[config.mk]
export PLATFORM = sky130hd
export DESIGN_NAME = dsp_macc_sequencer
export DESIGN_NICKNAME = d
export VERILOG_FILES = /design/src/rtl/dsp_macc_sequencer.sv
export SDC_FILE = /design/constraint.sdc
export NUM_CORES = 1
export LEC_CHECK = 0
export CORE_MARGIN = 4
export CORE_UTILIZATION = 36
export CTS_BUF_LIST = sky130_fd_sc_hd__clkbuf_8
export CTS_CLUSTER_SIZE = 14
export DETAILED_ROUTE_END_ITERATION = 10
export GPL_TIMING_DRIVEN = 0
export PLACE_DENSITY = 0.89
export SYNTH_ARGS = -nofsm -noshare
export SYNTH_HDL_FRONTEND = slang
export SYNTH_SLANG_ARGS = --single-unit
export TNS_END_PERCENT = 5
[constraint.sdc]
create_clock -name clk -period 1.7 [get_ports clk]
set_input_delay 0.34 -clock clk [delete_from_list [all_inputs] [get_ports clk]]
set_output_delay 0.34 -clock clk [all_outputs]
set_load 0.02 [all_outputs]
[src/rtl/dsp_macc_sequencer.sv]
// Purpose : streaming dot-product front end for the RS_DSP2 multiply-accumulate macro.
// Latency : result presented DSP_LAT+1 cycles after the closing operand beat handshake.
// Backpr. : in_ready low from the closing beat until the result is taken (one vector in flight).
//
// Ports:
//   clk, reset                 single clock, synchronous active-high reset
//   in_valid/in_ready          operand stream: in_a (20b), in_b (18b), in_last
//   cfg_unsigned_a/_b, cfg_subtract  per-vector mode, sampled on the first beat only
//   dsp_a, dsp_b, dsp_load_acc, dsp_feedback, dsp_unsigned_a/_b, dsp_subtract  MACC controls
//   dsp_z                      MACC accumulator output
//   out_valid/out_ready        result stream: out_data (38b), out_len, out_trunc
// Build option: define DSP_MACC_SEQ_SAT_EN to add out_sat and dsp_saturate.
module dsp_macc_sequencer #(
  parameter int DSP_LAT = 1,
  parameter int MAX_LEN = 1024,
  parameter int LEN_W   = 11
) (
  input  logic             clk,
  input  logic             reset,
  input  logic             in_valid,
  output logic             in_ready,
  input  logic [19:0]      in_a,
  input  logic [17:0]      in_b,
  input  logic             in_last,
  input  logic             cfg_unsigned_a,
  input  logic             cfg_unsigned_b,
  input  logic             cfg_subtract,
  output logic [19:0]      dsp_a,
  output logic [17:0]      dsp_b,
  output logic             dsp_load_acc,
  output logic [2:0]       dsp_feedback,
  output logic             dsp_unsigned_a,
  output logic             dsp_unsigned_b,
  output logic             dsp_subtract,
`ifdef DSP_MACC_SEQ_SAT_EN
  output logic             dsp_saturate,
  output logic             out_sat,
`endif
  input  logic [37:0]      dsp_z,
  output logic             out_valid,
  input  logic             out_ready,
  output logic [37:0]      out_data,
  output logic [LEN_W-1:0] out_len,
  output logic             out_trunc
);

  typedef enum logic [1:0] {S_IDLE, S_ACCUM, S_DRAIN, S_HOLD} state_t;

  localparam int                DW         = (DSP_LAT < 1) ? 1 : $clog2(DSP_LAT + 1);
  localparam logic [LEN_W-1:0]  LEN_MAX    = LEN_W'(MAX_LEN);
  localparam logic [DW-1:0]     DRAIN_LAST = DW'(DSP_LAT);

  state_t           r_state, w_state_nxt;
  logic [19:0]      r_dsp_a, w_dsp_a_nxt;
  logic [17:0]      r_dsp_b, w_dsp_b_nxt;
  logic             r_load, w_load_nxt;
  logic             r_ua, w_ua_nxt;
  logic             r_ub, w_ub_nxt;
  logic             r_sub, w_sub_nxt;
  logic [LEN_W-1:0] r_count, w_count_nxt;
  logic             r_trunc, w_trunc_nxt;
  logic [DW-1:0]    r_drain, w_drain_nxt;
  logic             r_out_valid, w_out_valid_nxt;
  logic [37:0]      r_out_data;

  logic             w_in_ready;
  logic             w_accept;
  logic [LEN_W-1:0] w_cnt_inc;
  logic             w_at_max;
  logic             w_capture;

  always_ff @(posedge clk) begin
    if (reset) begin
      r_state     <= S_IDLE;
      r_dsp_a     <= '0;
      r_dsp_b     <= '0;
      r_load      <= 1'b0;
      r_ua        <= 1'b0;
      r_ub        <= 1'b0;
      r_sub       <= 1'b0;
      r_count     <= '0;
      r_trunc     <= 1'b0;
      r_drain     <= '0;
      r_out_valid <= 1'b0;
      r_out_data  <= '0;
    end else begin
      r_state     <= w_state_nxt;
      r_dsp_a     <= w_dsp_a_nxt;
      r_dsp_b     <= w_dsp_b_nxt;
      r_load      <= w_load_nxt;
      r_ua        <= w_ua_nxt;
      r_ub        <= w_ub_nxt;
      r_sub       <= w_sub_nxt;
      r_count     <= w_count_nxt;
      r_trunc     <= w_trunc_nxt;
      r_drain     <= w_drain_nxt;
      r_out_valid <= w_out_valid_nxt;
      if (w_capture) begin
        r_out_data <= dsp_z;
      end
    end
  end

  always_comb begin
    w_in_ready = (r_state == S_IDLE) || (r_state == S_ACCUM);
    w_accept   = in_valid && w_in_ready;
    // First beat of a vector counts as 1; later beats extend the running count.
    w_cnt_inc  = (r_state == S_IDLE) ? LEN_W'(1) : (r_count + LEN_W'(1));
    w_at_max   = (w_cnt_inc == LEN_MAX);

    // Defaults: no beat means zero operands while keeping the accumulator.
    w_state_nxt     = r_state;
    w_dsp_a_nxt     = '0;
    w_dsp_b_nxt     = '0;
    w_load_nxt      = 1'b1;
    w_ua_nxt        = r_ua;
    w_ub_nxt        = r_ub;
    w_sub_nxt       = r_sub;
    w_count_nxt     = r_count;
    w_trunc_nxt     = r_trunc;
    w_drain_nxt     = r_drain;
    w_out_valid_nxt = r_out_valid;
    w_capture       = 1'b0;

    case (r_state)
      S_IDLE, S_ACCUM: begin
        if (w_accept) begin
          w_dsp_a_nxt = in_a;
          w_dsp_b_nxt = in_b;
          // The first beat loads the product alone, clearing the previous vector.
          w_load_nxt  = (r_state == S_ACCUM);
          w_count_nxt = w_cnt_inc;
          // A vector that reaches the length cap on its real last beat is not truncated.
          w_trunc_nxt = w_at_max && !in_last;
          w_drain_nxt = '0;
          w_state_nxt = (in_last || w_at_max) ? S_DRAIN : S_ACCUM;
          if (r_state == S_IDLE) begin
            w_ua_nxt  = cfg_unsigned_a;
            w_ub_nxt  = cfg_unsigned_b;
            w_sub_nxt = cfg_subtract;
          end
        end
      end
      S_DRAIN: begin
        // The closing product reaches dsp_z DSP_LAT edges after it was registered.
        if (r_drain == DRAIN_LAST) begin
          w_capture       = 1'b1;
          w_out_valid_nxt = 1'b1;
          w_state_nxt     = S_HOLD;
        end else begin
          w_drain_nxt = r_drain + DW'(1);
        end
      end
      S_HOLD: begin
        if (out_ready) begin
          w_out_valid_nxt = 1'b0;
          w_state_nxt     = S_IDLE;
        end
      end
      default: begin
        w_state_nxt = S_IDLE;
      end
    endcase
  end

  // in_ready is forced low while reset is held so every output reads 0 in reset.
  assign in_ready       = w_in_ready && !reset;
  assign dsp_a          = r_dsp_a;
  assign dsp_b          = r_dsp_b;
  assign dsp_load_acc   = r_load;
  assign dsp_feedback   = 3'b000;
  assign dsp_unsigned_a = r_ua;
  assign dsp_unsigned_b = r_ub;
  assign dsp_subtract   = r_sub;
  assign out_valid      = r_out_valid;
  assign out_data       = r_out_data;
  assign out_len        = r_count;
  assign out_trunc      = r_trunc;

`ifdef DSP_MACC_SEQ_SAT_EN
  logic r_out_sat;
  logic r_saturate;

  always_ff @(posedge clk) begin
    if (reset) begin
      r_out_sat  <= 1'b0;
      r_saturate <= 1'b0;
    end else begin
      r_saturate <= 1'b1;
      if (w_capture) begin
        // Saturated MACC results sit at the positive or negative 38-bit rail.
        r_out_sat <= (dsp_z == 38'h1F_FFFF_FFFF) || (dsp_z == 38'h20_0000_0000);
      end
    end
  end

  assign out_sat      = r_out_sat;
  assign dsp_saturate = r_saturate;
`endif

endmodule

# After elaboration in Yosys (flattened, before gate mapping)
# Index checks and enable logic that the tools add are counted.
# word_totals
inputBits	84
ff_bits	96
out_inout_bits	97
# classes
n_eq_ne	7
add_sub_neg	2
n_mux	16
reduce_logical	17
bitwise_logic	2
# ops
cell	count
adder 11 x 1 -> 11 bit, second input constant	1
equality test 11 bit, second input constant	1
two-way mux 11 bit	1
AND reduction 3 bit	3
two-way mux 1 bit	8
two-way mux 2 bit	4
!= test 2 bit, second input constant	3
one-hot mux 2 bit (3 select lines)	1
equality test 2 bit, second input constant	2
one-hot mux 1 bit (2 select lines)	2
AND reduction 2 bit	2
nonzero test 2 bit	2
logical AND 1 bit	3
OR reduction 3 bit	1
equality test 2 x 1 -> 1 bit, second input constant	1
zero test 1 bit	2
zero test 2 bit	1
logical OR 1 bit	2
inverter 1 bit	2
OR reduction 2 bit	1
adder 1 bit, second input constant	1

# Logic depth before layout (Yosys ltp)
# logic_depth
ltp_word	7
ltp_mapped	7

# Worst setup path after synthesis
# OpenSTA, ideal clock, no wires.
# synth_path
path_type	reg2reg
startpoint	register r_count[0] (netlist: out_len[0])
endpoint	register r_state[0]
arrival_ps	1818
setup_slack_ps	-232
path_stages_with_launch	7
period_less_slack_ps	1932
setup_time_ps	115
cell_sequence	dfxtp_1 ha_1 xor2_1 or4b_1 nor3_2 o2111ai_2 o21a_1
# synth_between
elab_chain_cells	7
# synth_rtl
item	line_no	rtl
start: declaration	60	logic [LEN_W-1:0] r_count, w_count_nxt;
start signal: assignment	94	r_count <= w_count_nxt;
adder 11 x 1 -> 11 bit	108	w_cnt_inc = (r_state == S_IDLE) ? LEN_W'(1) : (r_count + LEN_W'(1));
two-way mux 11 bit	108	
equality test 11 bit	109	w_at_max = (w_cnt_inc == LEN_MAX);
logical OR 1 bit	136	w_state_nxt = (in_last || w_at_max) ? S_DRAIN : S_ACCUM;
two-way mux 2 bit	136	
two-way mux 2 bit	127	if (w_accept) begin
one-hot mux 2 bit (3 select lines)	125	case (r_state)
end signal: assignment	87	r_state <= w_state_nxt;
end: declaration	53	state_t r_state, w_state_nxt;
# No other way between the ends. The select of a mux whose other input is x is not followed.
# A chain may end at the register's enable or synchronous reset.

# Worst setup path after layout
# layout_path
startpoint	register r_count[1] (netlist: out_len[1])
endpoint	register r_state[1]
# Same word-level chain as after synthesis.

==> out/qor.txt <==
HP Class: in -> reg
Total global routing overflow: 0
Worst r2r src: out_len[1]
Fmax: 544 MHz
Antenna violations before repair: 0
Post-DRT Antenna Nets: 0
Maxcap violations: 0
Initial Utilization: 36.8%
Initial DRC count: 97
Startpoint Class: flip-flop
CP startpoint: out_len[1]
Clock-pin slew on the worst setup and hold paths: 0.09 ns
Synth Instances: 381
Worst-margin pin slew: 0.650 ns
Root Buffer: clkbuf_8
P_leak: 2.30 nW
Failing checks: setup timing
H-tree Lvls: 3
CP endpoint kind: flip-flop
Synthesized area per cell: 8.89 µm²
Full die area: 0.0110 mm²
Io pins: 181
Comb power frac: 12.8%
M2 GR Usage: 33.0%
# port buffers: 175
Crit path capture: r_state[1]
Unrepaired setup endpoints after global routing: yes
CP max FO: 5
Worst-Skew Late Latency: 0.35 ns
Share of flip-flops with an asynchronous set or reset: 0%
Largest net degree at the start of global routing: 18
Max VDD drop: 0.606 mV
# nets final: 657
Detailed-route via count: 3313
Worst slew margin: 56.5%
Period Utilization, post-route: 108%
Core Rows: 35
Post-synth EDFFs: 0
Prevailing post-synth register cell: dfxtp_1
DRC Markers: 0
Required time at the worst-slack endpoint: 1.96 ns
CTS Buf Count: 9
CP Class: reg -> reg
Drt wl/cell: 14.8 µm
Switching Share: 25.3%
Post-DR vias/cell: 4.82
Net Switching: 1.09 mW
Synth warn: 0
Total GRT Usage: 18.6%
Synthesized cell area: 0.00339 mm²
Pint: 3.22 mW
Number of diodes: 0
Global-route wire length before repair: 16600 µm
Synthesis-stage register bit count: 96
Total core area: 0.00920 mm²
DRT Wirelength: 10200 µm
Final Wtd Congestion: 0.815
Die Wd: 105 µm
DR pass1 iterations: 4
Clk_skew: 0.00683 ns
Status: complete, but fails checks
Cell Pwr Density: 774 mW/mm²
Met3 Use GR: 7.91%
Setup slack, reg-to-reg: -0.14 ns
Commonest cells in the netlist: dfxtp_1 (96), nand2_1 (92), a21oi_1 (53)
Clock power frac: 33.2%
HPWL Detailed: 7890 µm
Netlist cell types: 42
Worst Hold Margin: 0.309 ns
Crit path DAT: 2.10 ns
Sequential-to-total area share from yosys stat: 56.7%
Largest area contributor in the netlist: dfxtp_1
Worst reg2reg path depth: 6
Share of cells above drive strength 1: 9.19%
Slew Limit Fails: 0
Bufs on Longest Clock Path: 2
Yosys top cell area share: 56.7%
Layout Area Growth over Synthesis: 64.3%
Ranking of synthesized cells by area: dfxtp_1 (57%), nand2_1 (10%), a21oi_1 (7.8%), and2_1 (7.2%), o21ai_0 (1.8%)
Vias in the first global route: 3522
Fillers: 743
Sink Count: 96
Top-count cell post-synth: dfxtp_1
CTS tree: built
Reg-to-reg critical path endpoint: r_state[1]
Setup ws final: -0.138 ns
Die H: 105 µm
Global route hottest layer: met2
Final Hold Fails: 0
Met1 usage: 18.4%
Tmin final: 1.84 ns
# hold bufs at CTS: 0
Finish-stage setup viols: 3
Tot Pwr: 4.31 mW
Sequential Power Share: 54.0%
[layout by cell type, fill, tap and decap left out, drive strengths merged, types with 2 or more instances in the layout]
cell type and count:
inv 4, xor2 3, clkinv 3, and4 2
clkbuf 28, nand3 7, clkdlybuf4s50 151, mux2i 2
conb 3, nand2 92, nand4 2, a211oi 3
dfxtp 96, nor2 13, o21ai 14, nand2b 2
nor3 2, a31oi 2, and2 39, o21a 2
nor2b 2, o41ai 2, and3 2, dlymetal6s2s 11
a21oi 53, dlygate4sd2 12, buf 13
[cell type report]
| class | count | area [µm²] | share of cell area [%] |
|---|---|---|---|
| sequential | 96 | 1930 | 34.7 |
| timing repair buffer | 178 | 1790 | 32.1 |
| multi-input combinational | 258 | 1370 | 24.6 |
| buffer | 28 | 148 | 2.65 |
| tap | 111 | 139 | 2.49 |
| clock buffer | 10 | 138 | 2.47 |
| clock inverter | 6 | 51.3 | 0.921 |
| inverter | 1 | 3.75 | 0.0674 |
[per-stage QoR]
stage | utilization (%) | instance area [µm²] | cells | setup TNS, ns | setup slack [ns]
floorplan | - | 3410 | 383 | -0.0650 | -0.0353
global placement | 57.6 | 5300 | 669 | -8.07 | -0.357
detailed placement | 57.6 | 5300 | 669 | -8.92 | -0.368
CTS | 60.0 | 5520 | 687 | -0.350 | -0.154
global route | 60.5 | 5570 | 688 | -0.939 | -0.205
finish | 60.5 | 5570 | 688 | -0.334 | -0.138
[registers in the layout, indices dropped and copies added, names as in the netlist]
| signal | flops |
|---|---|
| out_data | 38 |
| dsp_a | 20 |
| dsp_b | 18 |
| out_len | 11 |
| r_state | 2 |
| dsp_load_acc | 1 |
| dsp_subtract | 1 |
| dsp_unsigned_a | 1 |
| dsp_unsigned_b | 1 |
| out_trunc | 1 |
| out_valid | 1 |
| r_drain | 1 |
[critical path, cell delays in order (launching register included)]
cell	delay, ns
dfxtp_4	0.37
ha_4	0.18
xor2_1	0.14
or4b_1	0.49
nor3_2	0.13
o2111ai_2	0.17
a211oi_1	0.27
[how the worst min path moves through the flow]
stage	from	endpoint	slack (ns)	cells past startpoint
3_5_place_dp	out_data[37]	out_data[37]	0.45	2
6_report	in_valid	dsp_load_acc	0.31	2
3_3_place_gp	out_trunc	out_trunc	0.44	2
2_1_floorplan	in_last	out_trunc	0.44	1
5_1_grt	in_valid	dsp_load_acc	0.30	2
4_1_cts	in_valid	dsp_load_acc	0.28	2
[metal layers]
metal	wire, µm	up-vias
met2	5140	148
met3	898	32
li1	-	1633
met4	432	0
met1	3710	1500
met5	0	-
[logic make-up after synthesis]
| family | count (synthesis) | synth area share (%) |
|---|---|---|
| AOI/OAI and AO/OA | 82 | 13.6 |
| xor gates and xnor gates | 4 | 1.26 |
| adders and majority gates | 1 | 0.369 |
| buffers and inverters | 29 | 3.95 |
| DFF | 96 | 56.7 |
| muxes | 2 | 0.591 |
| other | 1 | 0.111 |
| and+or+nand+nor | 166 | 23.4 |
[power by group through the flow]
stage          registers (mW)  clock network [mW]  logic [mW]
2_1_floorplan            2.44                   0       0.140
3_3_place_gp             2.38                   0       0.526
3_5_place_dp             2.38                   0       0.537
4_1_cts                  2.33                1.48       0.547
5_1_grt                  2.33                1.59       0.591
6_report                 2.33                1.43       0.550
[what timing repair did]
| action | 4_1_cts | 5_1_grt |
|---|---|---|
| pin swaps | 1 | 2 |
| gates resized for setup | 27 | 20 |
| buffers inserted | 2 | 1 |
| setup endpoints to repair | 61 | 81 |
(Power assumes the default switching activity.)
